===== src/rtl/store_buffer_if.sv =====
// Pipeline-side and dmem-side signals of the posted-write store buffer.
// slave = store buffer view, master = surrounding pipeline/dmem view.
interface store_buffer_if #(
    parameter int DEPTH = 4,
    parameter int AW    = 32,
    parameter int DW    = 32
);
    localparam int CW = $clog2(DEPTH) + 1;

    logic          memwrite_i;
    logic          memread_i;
    logic [AW-1:0] addr_i;
    logic [DW-1:0] wdata_i;
    logic [DW-1:0] rdata_o;
    logic          stall_o;
    logic          dmem_we;
    logic [AW-1:0] dmem_addr;
    logic [DW-1:0] dmem_wdata;
    logic [DW-1:0] dmem_rdata;
    logic [CW-1:0] count_o;
    logic          empty_o;

    modport slave (
        input  memwrite_i, memread_i, addr_i, wdata_i, dmem_rdata,
        output rdata_o, stall_o, dmem_we, dmem_addr, dmem_wdata, count_o, empty_o
    );

    modport master (
        output memwrite_i, memread_i, addr_i, wdata_i, dmem_rdata,
        input  rdata_o, stall_o, dmem_we, dmem_addr, dmem_wdata, count_o, empty_o
    );
endinterface


===== src/rtl/store_buffer.sv =====
// Posted-write FIFO between MEM stage and dmem; loads forward from the youngest buffered store in 0 cycles,
// drains to dmem in non-load cycles (>=1 cycle after acceptance); stalls only a store arriving while full.
module store_buffer #(
    parameter int DEPTH = 4,
    parameter int AW    = 32,
    parameter int DW    = 32
) (
    input  logic          clk,
    input  logic          reset,
    store_buffer_if.slave sb
);
    localparam int PW = $clog2(DEPTH);
    localparam int CW = PW + 1;
    localparam int WW = AW - 2;

    typedef struct packed {
        logic [WW-1:0] wordAddr;
        logic [DW-1:0] data;
    } entry_t;

    entry_t        entries [DEPTH];
    logic [PW-1:0] headPtr;
    logic [PW-1:0] tailPtr;
    logic [CW-1:0] count;

    logic          isEmpty;
    logic          isFull;
    logic          loadEn;
    logic          pushEn;
    logic          drainEn;
    logic          fwdHit;
    logic [DW-1:0] fwdData;
    logic [PW-1:0] scanIdx;
    entry_t        headEntry;

    assign isEmpty   = (count == '0);
    assign isFull    = (count == CW'(DEPTH));
    // A simultaneous load+store is handled as a store only.
    assign loadEn    = sb.memread_i & ~sb.memwrite_i;
    assign pushEn    = sb.memwrite_i & ~isFull;
    assign drainEn   = ~isEmpty & ~loadEn;
    assign headEntry = entries[headPtr];

    // Scan oldest to youngest so the last match seen is the youngest store.
    always_comb begin
        fwdHit  = 1'b0;
        fwdData = '0;
        scanIdx = headPtr;
        for (int i = 0; i < DEPTH; i++) begin
            scanIdx = headPtr + PW'(i);
            if ((CW'(i) < count) && (entries[scanIdx].wordAddr == sb.addr_i[AW-1:2])) begin
                fwdHit  = 1'b1;
                fwdData = entries[scanIdx].data;
            end
        end
    end

    assign sb.stall_o    = sb.memwrite_i & isFull;
    assign sb.dmem_we    = drainEn;
    assign sb.dmem_addr  = drainEn ? {headEntry.wordAddr, 2'b00} : sb.addr_i;
    assign sb.dmem_wdata = headEntry.data;
    assign sb.rdata_o    = (loadEn & fwdHit) ? fwdData : sb.dmem_rdata;
    assign sb.count_o    = count;
    assign sb.empty_o    = isEmpty;

    always_ff @(posedge clk or posedge reset) begin
        if (reset) begin
            headPtr <= '0;
            tailPtr <= '0;
            count   <= '0;
        end else begin
            if (pushEn) begin
                tailPtr <= tailPtr + PW'(1);
            end
            if (drainEn) begin
                headPtr <= headPtr + PW'(1);
            end
            count <= count + CW'(pushEn) - CW'(drainEn);
        end
    end

    // Entry payload needs no reset: validity is defined by head/count alone.
    always_ff @(posedge clk) begin
        if (pushEn) begin
            entries[tailPtr] <= '{wordAddr: sb.addr_i[AW-1:2], data: sb.wdata_i};
        end
    end
endmodule


===== src/flat_wrapper.sv =====
// flat-port wrapper written by rule: the top's interface ports become plain ports
module store_buffer_flat 
#(
    parameter int DEPTH = 4,
    parameter int AW    = 32,
    parameter int DW    = 32
)
  (clk, reset, sb_memwrite_i, sb_memread_i, sb_addr_i, sb_wdata_i, sb_dmem_rdata, sb_rdata_o, sb_stall_o, sb_dmem_we, sb_dmem_addr, sb_dmem_wdata, sb_count_o, sb_empty_o);
  store_buffer_if #(.DEPTH(DEPTH), .AW(AW), .DW(DW)) sb_i ();
  input  logic clk;
  input  logic reset;
  input wire logic [$bits(sb_i.memwrite_i)-1:0] sb_memwrite_i;
  input wire logic [$bits(sb_i.memread_i)-1:0] sb_memread_i;
  input wire logic [$bits(sb_i.addr_i)-1:0] sb_addr_i;
  input wire logic [$bits(sb_i.wdata_i)-1:0] sb_wdata_i;
  input wire logic [$bits(sb_i.dmem_rdata)-1:0] sb_dmem_rdata;
  output wire logic [$bits(sb_i.rdata_o)-1:0] sb_rdata_o;
  output wire logic [$bits(sb_i.stall_o)-1:0] sb_stall_o;
  output wire logic [$bits(sb_i.dmem_we)-1:0] sb_dmem_we;
  output wire logic [$bits(sb_i.dmem_addr)-1:0] sb_dmem_addr;
  output wire logic [$bits(sb_i.dmem_wdata)-1:0] sb_dmem_wdata;
  output wire logic [$bits(sb_i.count_o)-1:0] sb_count_o;
  output wire logic [$bits(sb_i.empty_o)-1:0] sb_empty_o;
  assign sb_i.memwrite_i = sb_memwrite_i;
  assign sb_i.memread_i = sb_memread_i;
  assign sb_i.addr_i = sb_addr_i;
  assign sb_i.wdata_i = sb_wdata_i;
  assign sb_i.dmem_rdata = sb_dmem_rdata;
  assign sb_rdata_o = sb_i.rdata_o;
  assign sb_stall_o = sb_i.stall_o;
  assign sb_dmem_we = sb_i.dmem_we;
  assign sb_dmem_addr = sb_i.dmem_addr;
  assign sb_dmem_wdata = sb_i.dmem_wdata;
  assign sb_count_o = sb_i.count_o;
  assign sb_empty_o = sb_i.empty_o;
  store_buffer #(.DEPTH(DEPTH), .AW(AW), .DW(DW)) u_core (.clk(clk), .reset(reset), .sb(sb_i));
endmodule

===== config.mk =====
export PLATFORM = sky130hd
export DESIGN_NAME = store_buffer_flat
export DESIGN_NICKNAME = d
export VERILOG_FILES = /design/src/rtl/store_buffer_if.sv /design/src/rtl/store_buffer.sv /design/src/flat_wrapper.sv
export SDC_FILE = /design/constraint.sdc
export NUM_CORES = 1
export LEC_CHECK = 0
export BUFFER_PORTS_ARGS = -buffer_cell sky130_fd_sc_hd__buf_4
export CORE_ASPECT_RATIO = 0.7
export CORE_MARGIN = 5
export CORE_UTILIZATION = 30
export CTS_BUF_LIST = sky130_fd_sc_hd__clkbuf_4
export CTS_CLUSTER_DIAMETER = 40
export DETAILED_ROUTE_END_ITERATION = 10
export PLACE_DENSITY_LB_ADDON = 0.12
export SLEW_MARGIN = 20
export SYNTH_ARGS = -nofsm -noshare
export SYNTH_HDL_FRONTEND = slang
export SYNTH_SLANG_ARGS = --single-unit

===== constraint.sdc =====
create_clock -name clk -period 6.8 [get_ports clk]
set_input_delay 0.34 -clock clk [delete_from_list [all_inputs] [get_ports clk]]
set_output_delay 0.34 -clock clk [all_outputs]
set_load 0.01 [all_outputs]

# --- Yosys cells after proc, flatten, opt, wreduce, memory -nomap -nowiden ---
# Memory sizes are Yosys's and may differ from the RTL's.
# Cells that the tools add are included.
totals:
  ff_bits: 7
  latchBits: 0
  ram_bits: 248
  mem_bits_ro: 0
  inputBits: 100
  output_inout_bits: 102
  word_cells: 45
  mem_count: 1
mem_list:
  columns: ["memory", "depth", "width", "rd", "rd_clocked_by_memory_dff", "write_ports", "line", "rtl"]
  rows:
  - ["u_core.entries", 4, 62, 4, 0, 1, "store_buffer.sv:21", "entry_t entries [DEPTH];"]
op_classes:
  n_addsub: 6
  mul: 0
  n_div: 0
  magnitude_cmp: 4
  n_eq_ne: 5
  shifts: 0
  muxes: 12
  bitwise_logic: 9
  reduce_logical: 5
ops:
  columns: ["operator", "count"]
  rows:
  - ["two-way mux 32 bit", 6]
  - ["== test 30 bit", 4]
  - ["< comparator 1 x 3 -> 1 bit, first input constant", 2]
  - ["< comparator 2 x 3 -> 1 bit, first input constant", 2]
  - ["two-way mux 1 bit", 6]
  - ["bitwise AND 1 bit", 5]
  - ["adder 2 x 1 -> 2 bit, second input constant", 2]
  - ["adder 2 bit, second input constant", 2]
  - ["logical AND 1 bit", 4]
  - ["NOT 1 bit", 4]
  - ["adder 3 x 1 -> 3 bit", 1]
  - ["== test 3 bit, second input constant", 1]
  - ["logical NOT 3 bit", 1]
  - ["subtractor 3 x 1 -> 3 bit", 1]

# --- Depth between registers and ports, before layout ---
# Gate-level depths: netlist of run 1.
# An unclocked memory read counts as a cell.
logic_depth:
  ltp_word: 9
  mapped_depth: 16
  mapped_depth_nobuf: 11

# --- Least setup slack after synthesis of run 1 ---
# OpenSTA, ideal clock, no wires.
synth_timing:
  path_type: "register to output"
  startpoint: "register u_core.headPtr[1]"
  endpoint: "output sb_rdata_o[10]"
  t_arrival_ns: 3.254
  required_ns: 6.460
  path_slack_ns: 3.206
  stages_incl_launch_ff: 16
  path_buffers: 6
  cell_sequence: "dfrtp_1 buf_6 buf_6 buf_6 buf_8 buf_6 mux4_2 xnor2_1 nand4_1 nor4_1 o221a_2 nand4_4 a31oi_4 buf_12 mux2i_1 o31a_1"
synth_via:
  elab_chain_cells: 9
  word_cells_on_any_way: 22
  cone_classes: "add/sub (3); eq/ne (4); mux (9); bitwise (1); reduce/logical (4); memory (1)"
synth_lines:
  columns: ["element", "line", "rtl"]
  rows:
  - ["start, declared", "store_buffer.sv:22", "logic [PW-1:0] headPtr;"]
  - ["start signal, assigned", "store_buffer.sv:76", "headPtr <= headPtr + PW'(1);"]
  - ["adder 2 x 1 -> 2 bit / memory read (4 x 62 bit) (equally long branches)", null, null]
  - ["memory read (4 x 62 bit) *", null, null]
  - ["== test 30 bit / logical AND 1 bit (equally long branches)", "store_buffer.sv:51", "if ((CW'(i) < count) && (entries[scanIdx].wordAddr == sb.addr_i[AW-1:2])) begin"]
  - ["logical AND 1 bit / two-way mux 1 bit (equally long branches)", "store_buffer.sv:51", null]
  - ["two-way mux 1 bit (3 in a row)", "store_buffer.sv:51", null]
  - ["bitwise AND 1 bit", "store_buffer.sv:62", "assign sb.rdata_o = (loadEn & fwdHit) ? fwdData : sb.dmem_rdata;"]
  - ["two-way mux 32 bit *", "store_buffer.sv:62", null]
  - ["end, declared", "flat_wrapper.sv:17", "output wire logic [$bits(sb_i.rdata_o)-1:0] sb_rdata_o;"]
# Every way passes the cells marked *; elsewhere a longest branch is shown, timed or not.

# --- Worst setup path after layout of run 1 ---
layout_timing:
  startpoint: "register u_core.headPtr[1]"
  endpoint: "output sb_rdata_o[2]"
# Same word-level chain as after synthesis.

==> flow_summary_export.csv, run 1 <==
group,metric,value,unit
layout,layout.area.seq,0.00763,sq mm
logic_synthesis,syn_nets,1667,
detailed_routing,drtAntennaViolNets,0,
clock_tree,cts_resized,0,
detailed_routing,wl_met2,27000,um
layout,fillers,5942,
timing,post-route-min-period,6280,ps
timing,maxSlewViolCount,0,
timing,setup_viol,0,
placement,postPlaceCellArea,0.0200,sq mm
floorplanning,fp.dieH,215,um
detailed_routing,wl_per_cell,24.2,um
critical_path,startpoint_type,"register",
timing,fmax,159,MHz
clock_tree,worst_skew_pair.late_latency,810,ps
logic_synthesis,yosys_warnings,0,
detailed_routing,dr.pass1.iters,5,
detailed_routing,dr_wl_met3,5250,um
timing,relSlewSlack,28.5,%
logic_synthesis,synthFlopType,"edfxtp_1",
critical_path,crit_path_max_fanout,72,
logic_synthesis,synth_seq_cells,255,
detailed_routing,top_layer_used,"met5",
timing,worstMarginPinSlew,1070,ps
grt,grt_pass1_wl,93800,um
grt,antenna_found_initial,4,
clock_tree,cts_sinks,255,
critical_path,arrival,5940,ps
floorplanning,die_w,302,um
floorplanning,rows,75,
layout,drive_gt1_share,27.0,%
timing,finalSetupTns,0,ps
critical_path,endpoint_kind,"output port",
power,peakVddDrop,0.159,mV
logic_synthesis,ys_seq_area_share,42.5,%
placement,io_buffers,201,
floorplanning,pin_count,202,
placement,hpwlAfterDp,41000,um
clock_tree,root_buffer,"clkbuf_4",
layout,areaGrowthSynthToFinish,20.6,%
clock_tree,cts_buffers,73,
logic_synthesis,syn_area_per_cell,11.5,sq um
logic_synthesis,synth_common_cells,"248 x edfxtp_1, 205 x mux2i_1, 159 x nand2_1",
layout,design_area,0.0216,sq mm
timing,layout_setup_ws,521,ps
grt,grt_max_degree,73,
floorplanning,core_area,0.0596,sq mm
detailed_routing,routed_wl,64500,um
logic_synthesis,synth_area,0.0179,sq mm
detailed_routing,met1_length,30900,um
grt,grt_overflow,0,
critical_path,path_class,"register to output port",
detailed_routing,dr.first_iter.drc_count,1270,
detailed_routing,drc,0,
placement,pre_cts_slack,960,ps
grt,grt_pass1_vias,14400,
logic_synthesis,yosysUniqueCellTypes,69,
grt,grtUsageTotal,19.1,%
logic_synthesis,yosysTopAreaCell,"edfxtp_1",
power,p_leak,7.82,nW
clock_tree,clockBufferDepth,3,
layout,multiInputGateArea,0.00936,sq mm
critical_path,crit_required,6460,ps
detailed_routing,via_per_inst,5.46,
clock_tree,clkTransAtPathRegs,70,ps
logic_synthesis,yosys-top-cells-area,"edfxtp_1 42%, mux2i_1 11%, mux4_2 10%",
floorplanning,die_area,0.0649,sq mm
logic_synthesis,synth.most_common_cell,"edfxtp_1",
timing,fin_crit_sh,92.3,%
layout,nets,1900,
timing,rsz0062_at_grt,"false",
logic_synthesis,postSynthCellCount,1558,
floorplanning,initial_core_util,30.1,%
clock_tree,cts_tree,"yes",
status,status,"complete, no violations",
timing,hold_violations,0,
clock_tree,cts_max_level,3,
min_path,hold_class,"input port to register",
logic_synthesis,ys_async_sr_fraction,2.75,%
logic_synthesis,yosys.area.top_type_share,41.5,%
logic_synthesis,synth_edf_count,248,
job,drv_cap,0,
detailed_routing,vias,14500,
placement,gp_congestion,0.890,
timing,finalClockSkew,48.3,ps
power,power_density,415,mW/mm^2
## area by class of cell
type / instances / area share (%)
multi-input cells: 1107 / 43.2
flip-flops and latches: 255 / 35.3
repair buffers: 303 / 11.5
well taps: 808 / 4.67
clock buffers: 105 / 3.64
inverters: 51 / 0.908
clock inverters: 26 / 0.740
diodes: 5 / 0.0578
## registers in the layout, summed over array words and instances (netlist names)
| signal | cells |
|---|---|
| u_core.sb.count_o | 3 |
| u_core.headPtr | 2 |
| u_core.entries | 248 |
| u_core.tailPtr | 2 |
## critical path, stage by stage, from the launching register on
cell and delay [ps]:
dfrtp_4 770, buf_12 420, mux4_2 580, xnor2_1 700, nand4_1 170, nor2_1 350, nand4_4 140, buf_4 360
a31oi_4 250, buf_4 630, mux2i_1 250, o31a_1 230, buf_4 150
## cells in the final DEF, fill, tap and decap left out, types with 10 or more instances in the layout
master         count
inv_1             49
buf_4            234
nand4_1           17
nor2b_1           35
o22ai_1           10
mux2i_1          205
o31a_1            32
o221ai_1          68
o21ai_0           17
xnor2_1           94
mux4_2            83
mux2_2            43
a21oi_1           76
nand2_1          157
nor3_1            67
clkinv_1          17
clkbuf_4         105
nor2_1            62
xor2_1            10
edfxtp_1         248
dlygate4sd3_1     65
a2111oi_0         37
## path summary, 6_finish.rpt
path / slack, ps / cells after the start / to / startpoint
min reg2reg: 640 / 2 / u_core.tailPtr[1] / u_core.tailPtr[1]
max in group asynchronous: 5900 / 4 / u_core.headPtr[1] / reset
max reg2reg: 3780 / 11 / u_core.sb.count_o[2] / u_core.sb.count_o[1]
min: 250 / 2 / u_core.entries[1][5] / sb_wdata_i[5]
max: 520 / 12 / sb_rdata_o[2] / u_core.headPtr[1]
min in group asynchronous: 600 / 4 / u_core.sb.count_o[2] / reset
## where the power goes
group          switching, W  internal, W  total [W]
Sequential         0.000289      0.00210    0.00238
Combinational       0.00290      0.00220    0.00510
Clock              0.000717     0.000787    0.00150
Total               0.00391      0.00508    0.00899
## per-stage QoR
stage	total power (W)	instances	hold slack, ps	utilization, %
after floorplan	0.00584	1558	143	-
after global placement	0.00742	2454	321	33.5
after detailed placement	0.00742	2454	328	33.5
after CTS	0.00901	2650	158	36.2
after global routing	0.00957	2658	161	36.3
final	0.00899	2660	252	36.3
## metal layers
| metal | vias up | track usage [%] |
|---|---|---|
| met5 | - | 0 |
| met4 | 2 | 5.30 |
| met3 | 105 | 5.27 |
| met2 | 627 | 26.6 |
| met1 | 7237 | 29.0 |
| li1 | 6543 | - |
## repair_timing
item / CTS / global route
buffers inserted: 0 / 4
hold buffers: 65 / 0
setup endpoints to repair: 0 / 32
endpoints found under the hold margin: 256 / 0
## cells by family (layout without fill, tap and decap cells)
family / count (synthesis) / after routing / share of synthesized area [%]
compound gates: 284 / 284 / 11.8
xor+xnor: 104 / 104 / 5.08
flops: 255 / 255 / 42.5
other cells: 0 / 5 / 0
buf+inv: 197 / 485 / 5.50
fa+ha+maj: 9 / 9 / 0.670
simple gates: 376 / 377 / 9.74
mux: 333 / 333 / 24.7
Power figures use the tool's default switching activity.
==> inputs of run 2 (changes only) <==
Settings changed: CTS_BUF_LIST sky130_fd_sc_hd__clkbuf_4 to sky130_fd_sc_hd__clkbuf_4 sky130_fd_sc_hd__clkbuf_8, HOLD_SLACK_MARGIN set to 0.08.
==> flow_summary_export.csv, run 2 (synthesized netlist as in run 1, its figures left out) <==
group,metric,value,unit
status,status,"complete, no violations",
critical_path,path_class,"register to output port",
layout,largest_reg_flops,248,
timing,relSlewSlack,29.2,%
grt,grt_pass1_vias,14200,
timing,hold_violations,0,
critical_path,crit_path_max_fanout,34,
clock_tree,cts_buffers,53,
detailed_routing,wl_per_cell,24.3,um
power,power_density,424,mW/mm^2
layout,stdcell_count,2615,
timing,rsz0062_at_grt,"false",
floorplanning,fp.dieH,215,um
layout,drive_gt1_share,26.0,%
timing,fin_hold_ws,226,ps
power,p_seq_share,26.0,%
detailed_routing,via_per_inst,5.49,
clock_tree,clkTransAtPathRegs,60,ps
critical_path,r2r_start,"u_core.sb.count_o[1]",
layout,fillers,5890,
layout,areaGrowthSynthToFinish,21.4,%
grt,antenna_found_initial,4,
power,power.switching,0.00393,W
timing,finalSetupTns,0,ps
min_path,hold_class,"input port to async pin",
clock_tree,clockBufferDepth,3,
critical_path,startpoint_type,"register",
grt,grtUsageTotal,18.9,%
power,p_int,0.00532,W
floorplanning,pin_count,202,
detailed_routing,dr.pass1.iters,5,
clock_tree,root_buffer,"clkbuf_8",
clock_tree,cts_tree,"yes",
placement,dp.cells,2454,
timing,setup_viol,0,
timing,post-route-min-period,6280,ps
critical_path,r2r_slack,3750,ps
critical_path,endpoint_kind,"output port",
floorplanning,die_w,302,um
placement,io_buffers,201,
placement,hpwlAfterDp,41000,um
grt,busiest_layer,"met1",
grt,grt_max_degree,73,
clock_tree,worst_skew_pair.late_latency,650,ps
grt,met1_usage,29.1,%
detailed_routing,drc,0,
floorplanning,core_area,0.0596,sq mm
power,power_frac_comb,54.7,%
power,swShare,42.5,%
timing,fmax,159,MHz
layout,regMostFlops,"u_core.entries",
detailed_routing,routed_wl,63600,um
timing,fin_crit_sh,92.3,%
timing,layout_setup_ws,524,ps
placement,gp_congestion,0.890,
layout,layout_commonest_cell,"edfxtp_1",
placement,postPlaceCellArea,0.0200,sq mm
power,peakVddDrop,0.173,mV
placement,pre_cts_slack,960,ps
detailed_routing,drtAntennaViolNets,0,
grt,grt_overflow,0,
timing,finalClockSkew,35.1,ps
critical_path,r2r_cells,11,
clock_tree,cts_max_level,2,
layout,nets,1874,
clock_tree,cts_sinks,255,
critical_path,r2r-end,"u_core.sb.count_o[2]",
power,clock_power_share,19.3,%
floorplanning,initial_core_util,30.1,%
grt,grt_pass1_wl,93200,um
job,drv_cap,0,
detailed_routing,dr.first_iter.drc_count,1242,
layout,design_area,0.0218,sq mm
timing,maxSlewViolCount,0,
power,p_leak,7.79,nW
floorplanning,die_area,0.0649,sq mm
critical_path,arrival,5940,ps
timing,worstMarginPinSlew,1060,ps
critical_path,crit_required,6460,ps
grt,met3_usage,3.80,%
floorplanning,rows,75,
grt,use_met2,26.8,%
layout,most-common-layout-cells,"248 x edfxtp_1, 232 x buf_4, 205 x mux2i_1",
detailed_routing,vias,14400,
clock_tree,cts_resized,0,
run 2: power groups by stage:
stage	clock (W)	combinational, W	sequential [W]
after CTS	0.00185	0.00502	0.00243
after global placement	0	0.00497	0.00245
after global routing	0.00192	0.00543	0.00245
after floorplan	0	0.00356	0.00228
after detailed placement	0	0.00497	0.00246
final	0.00179	0.00505	0.00240
run 2: layout make-up:
class,instances,area (sq um),share of cell area (%)
Clock buffer,66,827,3.80
Timing Repair Buffer,298,2430,11.2
Clock inverter,30,333,1.53
Antenna cell,1,2.50,0.0115
Tap cell,808,1010,4.64
Multi-Input combinational cell,1106,9350,42.9
Inverter,51,196,0.902
Sequential cell,255,7630,35.0
run 2: worst max-delay path, cell delays in order (launching register included):
cell and delay [ps]:
dfrtp_4 850, buf_4 480, mux4_2 590, xnor2_1 370
nand4_1 210, a2111oi_0 580, nand4_1 220, a21boi_1 220
nand2b_2 710, a2111oi_0 670, o31a_1 240, buf_4 130
run 2: metal layers:
metal	vias to the layer above	part of all wire, %
met5	-	0.042
met3	104	7.5
met1	7244	48
li1	6448	-
met2	569	42
met4	4	2.4
run 2: worst max-delay path by stage:
stage                                 start              to  slack (ps)  cells past startpoint
after global routing      u_core.headPtr[0]  sb_rdata_o[26]          10                     12
after detailed placement  u_core.headPtr[0]  sb_rdata_o[27]         960                     12
final                     u_core.headPtr[0]  sb_rdata_o[29]         520                     11
after CTS                 u_core.headPtr[0]  sb_rdata_o[28]         250                     12
after global placement    u_core.headPtr[0]  sb_rdata_o[28]        1010                     12
after floorplan           u_core.headPtr[1]  sb_rdata_o[10]        3210                     15
run 2: timing repair:
| item | 4_1_cts | 5_1_grt |
|---|---|---|
| setup endpoints to repair | 0 | 12 |
| hold buffers | 63 | 0 |
| buffers inserted | 0 | 1 |
| hold endpoints to repair | 255 | 0 |
run 2: through the flow:
stage / total power, W / utilization [%]
final: 0.00924 / 36.6
after global routing: 0.00980 / 36.6
after CTS: 0.00929 / 36.5
after detailed placement: 0.00742 / 33.5
after global placement: 0.00742 / 33.5
after floorplan: 0.00584 / -
==> inputs of run 3 (changes only) <==
Settings changed: RECOVER_POWER set to 100.
==> flow_summary_export.csv, run 3 (synthesized netlist as in run 1, its figures left out) <==
group,metric,value,unit
critical_path,endpoint_kind,"output port",
detailed_routing,wl_per_cell,24.3,um
detailed_routing,dr.pass1.iters,5,
layout,regMostFlops,"u_core.entries",
layout,drive_gt1_share,17.3,%
critical_path,r2r_cells,4,
floorplanning,fp.dieH,215,um
layout,largest_reg_flops,248,
clock_tree,root_buffer,"clkbuf_8",
clock_tree,cts_sinks,255,
detailed_routing,via_per_inst,5.49,
critical_path,arrival,6010,ps
detailed_routing,met1_length,30800,um
power,p_leak,7.26,nW
critical_path,path_class,"register to output port",
clock_tree,cts_buffers,53,
detailed_routing,routed_wl,63500,um
timing,fin_crit_sh,93.4,%
placement,postPlaceCellArea,0.0200,sq mm
floorplanning,die_area,0.0649,sq mm
min_path,hold_class,"input port to async pin",
floorplanning,pin_count,202,
status,violations,"capacitance limit, slew limit",
critical_path,r2r_slack,1550,ps
timing,hold_violations,0,
detailed_routing,drc,0,
detailed_routing,top_layer_used,"met5",
detailed_routing,wl_met2,26400,um
layout,nets,1874,
floorplanning,initial_core_util,30.1,%
grt,grtUsageTotal,18.9,%
timing,relSlewSlack,-89.0,%
critical_path,startpoint_type,"register",
timing,rsz0062_at_grt,"false",
timing,worstMarginPinSlew,2840,ps
critical_path,endpoint,"sb_rdata_o[2]",
grt,antenna_found_initial,4,
grt,grt_overflow,0,
detailed_routing,dr_wl_met3,4740,um
grt,grt_max_degree,73,
grt,grt_pass1_wl,93200,um
critical_path,slowest_stage,"dfrtp_4",
clock_tree,clockBufferDepth,3,
placement,dp.cells,2454,
layout,layout_commonest_cell,"edfxtp_1",
clock_tree,worst_skew_pair.late_latency,650,ps
detailed_routing,drtAntennaViolNets,0,
grt,grt_pass1_vias,14200,
clock_tree,cts_max_level,2,
timing,finalClockSkew,30.2,ps
layout,most-common-layout-cells,"248 x edfxtp_1, 205 x mux2i_1, 157 x nand2_1",
power,peakVddDrop,0.172,mV
layout,areaGrowthSynthToFinish,18.3,%
detailed_routing,dr.first_iter.drc_count,1161,
power,power_density,429,mW/mm^2
status,status,"finished, violations left",
critical_path,startpoint,"u_core.headPtr[0]",
placement,gp_congestion,0.890,
timing,fmax,157,MHz
critical_path,crit_required,6460,ps
layout,stdcell_count,2616,
power,power,0.00910,W
floorplanning,rows,75,
floorplanning,die_w,302,um
layout,fillers,6002,
layout,multiInputGateArea,0.00934,sq mm
placement,hpwlAfterDp,41000,um
clock_tree,cts_resized,0,
layout,layout.area.seq,0.00763,sq mm
timing,fin_hold_ws,235,ps
critical_path,crit_path_max_fanout,35,
clock_tree,cts_tree,"yes",
critical_path,r2r_start,"u_core.sb.count_o[1]",
layout,design_area,0.0212,sq mm
timing,setup_viol,0,
timing,finalSetupTns,0,ps
timing,post-route-min-period,6350,ps
detailed_routing,vias,14400,
critical_path,path_cells,"buf_4 -> mux4_2 -> xnor2_1 -> nand4_1 -> nor4_1 -> and3_1 -> nand2_2 -> clkbuf_2 -> o221ai_1 -> a2111oi_0 -> o31a_1 -> clkbuf_1",
job,drv_cap,9,
placement,io_buffers,201,
floorplanning,core_area,0.0596,sq mm
critical_path,r2r-end,"u_core.entries[0][57]",
timing,maxSlewViolCount,368,
critical_path,cpPeakStageDelay,850,ps
clock_tree,clkTransAtPathRegs,60,ps
## run 3: worst min-delay path by stage
| stage | from | to | slack, ps | depth (start not counted) |
|---|---|---|---|---|
| floorplan | reset | u_core.headPtr[0] | 140 | 1 |
| finish | reset | u_core.sb.count_o[2] | 230 | 3 |
| global placement | reset | u_core.tailPtr[0] | 320 | 2 |
| global route | reset | u_core.sb.count_o[2] | 250 | 3 |
| CTS | reset | u_core.headPtr[1] | 190 | 3 |
| detailed placement | reset | u_core.tailPtr[0] | 330 | 2 |
## run 3: where the power goes
part | internal (W) | total (W) | switching [W]
sequential | 0.00211 | 0.00242 | 0.000306
clock | 0.00104 | 0.00179 | 0.000749
combinational | 0.00203 | 0.00489 | 0.00286
total | 0.00518 | 0.00910 | 0.00392
## run 3: what timing repair did
action	4_1_cts	5_1_grt
hold buffers	63	0
setup endpoints to repair	0	12
setup buffers	0	1
endpoints found under the hold margin	255	0
## run 3: cell type report
class / instances / area share (%)
multi-input combinational: 1106 / 44.0
sequential: 255 / 35.9
antenna: 2 / 0.0236
inverter: 51 / 0.925
tap: 808 / 4.76
clock buffer: 66 / 3.90
clock inverter: 30 / 1.57
timing repair buffer: 298 / 8.89
## run 3: worst max-delay path: cells and delay by family (launching register included)
kind / cells / cell delay (ps)
flops: 1 / 850
buf+inv: 3 / 1170
compound gates: 3 / 870
mux: 1 / 550
simple gates: 4 / 1450
xor+xnor: 1 / 430
## run 3: metrics by stage
stage / utilization [%] / setup WS (ps)
detailed placement: 33.5 / 960
global route: 35.6 / 10.2
finish: 35.6 / 449
floorplan: - / 3210
CTS: 36.5 / 248
global placement: 33.5 / 1010
## run 3: metal layers
metal	GRT usage [%]	up-vias
li1	-	6453
met1	29.1	7206
met2	26.8	601
met3	3.80	107
met4	5.25	4
met5	0	-
